## src/rtl/multicycle_core.sv

```systemverilog
// Multi-cycle processor core: FETCH/DECODE/EXECUTE/MEM/WRITEBACK sequencer with
// handshaked instruction/data memories, a 32-entry register file and HALT.
module multicycle_core #(
    parameter int unsigned DATA_W   = 32,
    parameter int unsigned PC_W     = 8,
    parameter int unsigned DADDR_W  = 8,
    parameter int unsigned CNT_W    = 16,
    parameter int unsigned RESET_PC = 0
) (
    input  logic               clk,
    input  logic               rst,
    output logic [PC_W-1:0]    imem_addr,
    output logic               imem_req,
    input  logic               imem_ack,
    input  logic [31:0]        imem_rdata,
    output logic [DADDR_W-1:0] dmem_addr,
    output logic               dmem_req,
    output logic               dmem_we,
    output logic [DATA_W-1:0]  dmem_wdata,
    input  logic               dmem_ack,
    input  logic [DATA_W-1:0]  dmem_rdata,
    output logic               halted,
    output logic [CNT_W-1:0]   retired
);
    localparam int unsigned INSTR_W = 32;
    localparam int unsigned NREGS   = 32;
    localparam int unsigned RIDX_W  = 5;
    localparam int unsigned FADDR_W = 14;

    typedef enum logic [2:0] {
        S_FETCH, S_DECODE, S_EXECUTE, S_MEM, S_WRITEBACK, S_HALT
    } state_t;

    typedef enum logic [2:0] {
        OP_LD, OP_ST, OP_ADD, OP_SUB, OP_AND, OP_OR, OP_BEQ, OP_HALT
    } op_t;

    state_t              state_q, state_d;
    logic [PC_W-1:0]     pc_q;
    logic [INSTR_W-1:0]  ir_q;
    op_t                 op_q;
    logic [RIDX_W-1:0]   rd_q;
    logic [FADDR_W-1:0]  addr_q;
    logic [DATA_W-1:0]   a_q, b_q, result_q;
    logic [CNT_W-1:0]    retired_q;
    logic [DATA_W-1:0]   regs_q [NREGS];
    logic                retire_c;
    logic [DATA_W-1:0]   alu_c;
    op_t                 ir_op;
    logic                unused_addr;

    assign ir_op       = op_t'(ir_q[31:29]);
    // Upper address bits are only partly consumed when PC_W/DADDR_W < 14.
    assign unused_addr = ^addr_q;

    always_ff @(posedge clk or posedge rst) begin
        if (rst) state_q <= S_FETCH;
        else     state_q <= state_d;
    end

    always_comb begin
        state_d  = state_q;
        retire_c = 1'b0;
        case (state_q)
            S_FETCH:   if (imem_ack) state_d = S_DECODE;
            S_DECODE:  state_d = S_EXECUTE;
            S_EXECUTE: begin
                case (op_q)
                    OP_LD, OP_ST: state_d = S_MEM;
                    OP_BEQ: begin
                        state_d  = S_FETCH;
                        retire_c = 1'b1;
                    end
                    OP_HALT: begin
                        state_d  = S_HALT;
                        retire_c = 1'b1;
                    end
                    default: state_d = S_WRITEBACK;
                endcase
            end
            S_MEM: begin
                if (dmem_ack) begin
                    if (op_q == OP_ST) begin
                        state_d  = S_FETCH;
                        retire_c = 1'b1;
                    end else begin
                        state_d = S_WRITEBACK;
                    end
                end
            end
            S_WRITEBACK: begin
                state_d  = S_FETCH;
                retire_c = 1'b1;
            end
            S_HALT:  state_d = S_HALT;
            default: state_d = S_FETCH;
        endcase
    end

    always_comb begin
        alu_c = '0;
        case (op_q)
            OP_ADD:  alu_c = a_q + b_q;
            OP_SUB:  alu_c = a_q - b_q;
            OP_AND:  alu_c = a_q & b_q;
            OP_OR:   alu_c = a_q | b_q;
            default: alu_c = '0;
        endcase
    end

    // Datapath registers; r0 is never written so it always reads zero.
    always_ff @(posedge clk or posedge rst) begin
        if (rst) begin
            pc_q      <= PC_W'(RESET_PC);
            ir_q      <= '0;
            op_q      <= OP_LD;
            rd_q      <= '0;
            addr_q    <= '0;
            a_q       <= '0;
            b_q       <= '0;
            result_q  <= '0;
            retired_q <= '0;
            for (int unsigned i = 0; i < NREGS; i++) regs_q[i] <= '0;
        end else begin
            if (retire_c) retired_q <= retired_q + CNT_W'(1);
            case (state_q)
                S_FETCH: begin
                    if (imem_ack) begin
                        ir_q <= imem_rdata;
                        pc_q <= pc_q + PC_W'(1);
                    end
                end
                S_DECODE: begin
                    op_q   <= ir_op;
                    rd_q   <= ir_q[28:24];
                    addr_q <= ir_q[13:0];
                    a_q    <= regs_q[ir_q[23:19]];
                    b_q    <= regs_q[ir_q[18:14]];
                end
                S_EXECUTE: begin
                    result_q <= alu_c;
                    if (op_q == OP_BEQ && a_q == b_q) pc_q <= addr_q[PC_W-1:0];
                end
                S_MEM: begin
                    if (dmem_ack && op_q == OP_LD) result_q <= dmem_rdata;
                end
                S_WRITEBACK: begin
                    if (rd_q != '0) regs_q[rd_q] <= result_q;
                end
                default: ;
            endcase
        end
    end

    // Requests are gated by rst so an outstanding access drops immediately.
    assign imem_addr  = pc_q;
    assign imem_req   = (state_q == S_FETCH) && !rst;
    assign dmem_req   = (state_q == S_MEM) && !rst;
    assign dmem_we    = dmem_req && (op_q == OP_ST);
    assign dmem_addr  = addr_q[DADDR_W-1:0];
    assign dmem_wdata = a_q;
    assign halted     = (state_q == S_HALT);
    assign retired    = retired_q;

endmodule
```

## config.mk

```make
export PLATFORM = sky130hd
export DESIGN_NAME = multicycle_core
export DESIGN_NICKNAME = d
export VERILOG_FILES = /design/src/rtl/multicycle_core.sv
export SDC_FILE = /design/constraint.sdc
export NUM_CORES = 2
export LEC_CHECK = 0
export CAP_MARGIN = 20
export CORE_UTILIZATION = 55
export CTS_CLUSTER_DIAMETER = 50
export CTS_CLUSTER_SIZE = 14
export DETAILED_ROUTE_END_ITERATION = 8
export PLACE_DENSITY = 0.77
export SLEW_MARGIN = 25
export SYNTH_ARGS = -nofsm -noshare
export SYNTH_HDL_FRONTEND = slang
export SYNTH_SLANG_ARGS = --single-unit
```

## constraint.sdc

```tcl
create_clock -name clk -period 54.9 [get_ports clk]
set_input_delay 10.98 -clock clk [delete_from_list [all_inputs] [get_ports clk]]
set_output_delay 10.98 -clock clk [all_outputs]
set_load 0.005 [all_outputs]
```

Word-level counts from Yosys, hierarchy flattened
Index checks and enable logic that the tools add are counted.
{ "totals": {"reg_bits": 1195, "latch_bits": 0, "ram_bits": 0, "rom_bits": 0, "out_inout_bits": 68, "word_cells": 115, "n_memories": 0} }
{ "classes": {"addsub": 4, "mul": 0, "div": 0, "order_cmp": 4, "n_eq_ne": 17, "shift": 0, "muxes": 24, "bitwise_logic": 5, "reduce_logical": 19} }
{ "op_table": {"columns": ["op", "count"], "rows": [
  ["$bwmux 1024", 1],
  ["$bmux 32 s5", 2],
  ["$mux 32", 6],
  ["$demux 32 s5", 1],
  ["$pmux 32 s4", 1],
  ["$pmux 32 s2", 1],
  ["$add 32x32->32", 1],
  ["$and 32x32->32", 1],
  ["$eq 32x32->1", 1],
  ["$or 32x32->32", 1],
  ["$sub 32x32->32", 1],
  ["$eq 3x3->1 const B", 6],
  ["$ge 6x6->1 const B", 3],
  ["$not 5->6", 3],
  ["$add 16x1->16 const B", 1],
  ["$mux 8", 2],
  ["$pmux 8 s2", 1],
  ["$pmux 3 s5", 1],
  ["$eq 3x2->1 const B", 4],
  ["$mux 3", 3],
  ["$pmux 3 s3", 1],
  ["$add 8x1->8 const B", 1],
  ["$ne 2x2->1 const B", 4],
  ["$reduce_and 2->1", 4],
  ["other kinds (11)", 22]
]} }

Longest topological paths before layout
{ "depth": {"word_depth": 6, "depth_mapped": 13} }

Worst setup path before layout
Ideal clock, no wire load.
{ "synth_path": {"path_kind": "input to output", "from": "in rst", "to": "out dmem_we", "t_arrival_ns": 11.292, "path_slack_ns": 32.628, "cell_stages": 2, "cell_sequence": "nor2_1 -> and3_1"} }
{ "synth_via": {"elab_chain_cells": 3} }
{ "synth_lines": {"columns": ["element", "line", "source"], "rows": [
  ["start, declared", "11", "input logic rst,"],
  ["$logic_not 1->1", "158", "assign dmem_req = (state_q == S_MEM) && !rst;"],
  ["$logic_and 1x1->1", "158", null],
  ["$logic_and 1x1->1", "159", "assign dmem_we = dmem_req && (op_q == OP_ST);"],
  ["end, declared", "18", "output logic dmem_we,"]
]} }
Every way passes these cells.

Worst setup path in the final report
Ends and elaborated chain as after synthesis.

==> results.toml <==
[logic_synthesis]
syn_inst = 4482
synthXorXnorAreaFrac_pct = 0.5536
synth_area_leaders = "dfrtp_1, mux4_2, mux2_2, ha_1, clkbuf_1"
synth_top_family_by_area = "multiplexers"
syn_area_um2 = 64870
synth.area.mux_share_pct = 41.27
syn_area_per_cell_um2 = 14.47
synth_edf_count = 0
synth_top_area_share_pct = 45.87
synth_cell_types = 72
ys.flop_type = "dfrtp_1"
yosys.area.top_type = "dfrtp_1"
yosysWarnings = 0
syn_nets = 4658
synth-simple-area-share_pct = 2.965
seq_area_frac_synth_pct = 45.87
ys_ff_latch = 1189
synthAdderAreaFrac_pct = 2.106
synth-async-reset-ratio_pct = 100.0
synth-compound-area-share_pct = 3.981

[run_status]
status = "finished clean"

[global_routing]
grt_max_degree = 125
grt_pass1_vias = 42570
grt_antenna_before_repair = 2
groute.usage.overall_pct = 31.43
grt_pass1_wl_um = 279200
overflow = 0

[placed_design]
hpwl_um = 111700
dp_slack_ns = 31.52
port_buffers = 129
dp_cells = 5758
place.gp.congestion = 0.9515

[route]
first_pass_iters = 6
avgViaCountPerCell = 6.941
wl_per_cell_um = 30.96
drtIter0Drc = 4885
top_layer_used = "met4"
antenna_left = 0
num_vias = 41390
drc = 0
wl_met1_um = 73760
wl_met2_um = 87390
met3RoutedLength_um = 16880
wirelength_um = 184600

[sta]
finalCriticalPeriod_ns = 23.41
worst_pin_slew_ns = 1.129
finalSetupViolCount = 0
clock.fmax_mhz = 42.71
rsz0062_at_grt = "false"
finalHoldViolCount = 0
slew_viol_final = 0
fin_ws_ns = 31.49
fin_crit_sh_pct = 42.65
finalSetupTns_ns = 0
clock_skew_ns = 0.03760
slew_headroom_pct = 24.73

[layout]
layout_common_cells = "dfrtp_1, mux2_2, mux4_2, nor2_1, a21oi_1"
multiInputGateArea_um2 = 33180
area_growth_pct = 9.856
register_area_um2 = 29820
nFillCells = 8567
layout.cells.most_common = "dfrtp_1"
drive_above_1_share_pct = 45.59
final_nets = 4529
instances_no_fill = 5962

[cts]
worstSkewPairLatency_ns = 0.75
ctsHoldBuffers = 0
numCtsBuffers = 117
htreeDepth = 3
clk_pin_slew_ns = 0.06
clock-sinks = 1189
cts_setup_buffers = 0
cts_tree = "yes"
cts_buffer_depth = 3
cts_resized = 0
clockRootBuffer = "clkbuf_16"

[critical_path]
critPathLaunch = "rst"
required_ns = 43.92
rrSetupSlack_ns = 49.34
slowest_stage = "clkdlybuf4s50_1"
end_kind = "output port"
crit_cells = 4
cp_top_family = "buffers and inverters"
crit_end = "dmem_we"
rr_startpoint = "ir_q[15]$_DFFE_PP0P_"
critPathLaunchType = "input port"
cp_max_fo = 3
criticalPathCategory = "in2out"
arrival_ns = 12.43
rr_endpoint = "b_q[12]$_DFFE_PP0N_"
path_cells = "clkdlybuf4s50_1 > nor2_1 > and3_1 > clkdlybuf4s50_1"
critPathMaxStageDelay_ns = 0.55
worst-r2r-cell-count = 8
timing.critical_path.buf_inv = 2
cpMostUsedCell = "clkdlybuf4s50_1"

[power]
power_mw = 1.798
powerDensity_nw_per_um2 = 25.23
ir_drop_mv = 0.02749
p_leak_nw = 31.62

[worst_hold_path]
hp-class = "reg2reg"
hold_depth = 0

[floorplan]
coreArea_um2 = 116500
rows = 125
start_util_pct = 55.67
die_area_um2 = 119300
ios = 136
fp.dieH_um = 345.4
fp.dieW_um = 345.4

[flow_run]
drv_cap = 0
==> power by group <==
group          internal [mW]  switching, mW
clock                  0.472          0.371
sequential             0.877        0.00829
combinational         0.0254         0.0447
==> synthesized netlist by cell type (all sizes together) (7+ instances only) <==
cell type,n
or3,11
nand3,28
a21oi,166
xnor2,35
buf,110
ha,106
mux4,640
o21ai,85
inv,101
nor2,186
a211oi,10
mux2i,71
nor3,20
o2111ai,7
nor4,9
and3,7
a2111oi,11
nand2b,7
and2,7
a21o,13
o211ai,13
a31oi,17
dfrtp,1189
nand4,10
o21bai,10
clkbuf,349
nand2,100
nor3b,7
nor2b,16
mux2,1034
o221ai,13
==> state kept, by name (all words and copies together), names as in the netlist <==
| register | count |
|---|---|
| ir_q | 26 |
| dmem_wdata | 32 |
| imem_addr | 8 |
| state_q | 3 |
| result_q | 32 |
| b_q | 32 |
| rd_q | 5 |
| regs_q | 1024 |
| addr_q | 8 |
| op_q | 3 |
| retired | 16 |
==> cell type report <==
cell class / count / share of cell area, %
Multi-Input combinational cell: 2733 / 46.56
Sequential cell: 1189 / 41.84
Timing Repair Buffer: 211 / 2.765
Tap cell: 1524 / 2.676
Clock inverter: 59 / 1.219
Inverter: 101 / 0.5425
Antenna cell: 1 / 0.003512
Clock buffer: 144 / 4.391
==> worst register-to-register path: stages, from the launching register on <==
cell and delay [ns]:
dfrtp_4 0.77, buf_4 0.59, buf_4 0.84, buf_4 0.81, buf_4 0.74, mux4_2 0.59, mux4_2 0.47, mux2i_1 0.46
a21oi_1 0.13
==> metrics by stage <==
stage / util (%) / hold WS, ns / area [um2]
CTS: 61.12 / 0.3979 / 71220
detailed placement: 57.69 / 0.3820 / 67220
global placement: 57.68 / 0.3763 / 67210
finish: 61.16 / 0.3946 / 71260
floorplan: - / 0.4413 / 64870
global route: 61.16 / 0.4014 / 71260
==> cell families (layout without fill, tap and decap cells) <==
logic type	Yosys count	count (layout)
AO/OA/AOI/OAI	414	414
XOR/XNOR	41	41
adder cells (fa/ha/maj)	108	108
buffers and inverters	560	515
flip-flops	1189	1189
multiplexers	1745	1745
other	0	1
AND/OR/NAND/NOR	425	425
==> worst min-delay path by stage <==
stage	from	end	slack (ns)
after floorplan	regs_q[1000]$_DFFE_PP0P_	regs_q[1000]$_DFFE_PP0P_	0.44
after global placement	regs_q[1011]$_DFFE_PP0P_	regs_q[1011]$_DFFE_PP0P_	0.38
after detailed placement	regs_q[1005]$_DFFE_PP0P_	regs_q[1005]$_DFFE_PP0P_	0.38
after CTS	regs_q[1011]$_DFFE_PP0P_	regs_q[1011]$_DFFE_PP0P_	0.40
after global routing	regs_q[1006]$_DFFE_PP0P_	regs_q[1006]$_DFFE_PP0P_	0.40
final	regs_q[1016]$_DFFE_PP0P_	regs_q[1016]$_DFFE_PP0P_	0.39
==> layer usage <==
| metal | vias up | GRT usage (%) |
|---|---|---|
| li1 | 16790 | - |
| met4 | 0 | 10.93 |
| met5 | - | 0 |
| met1 | 22240 | 44.02 |
| met2 | 1972 | 49.09 |
| met3 | 379 | 6.691 |
Note: power is estimated with default switching activity, not from simulation.
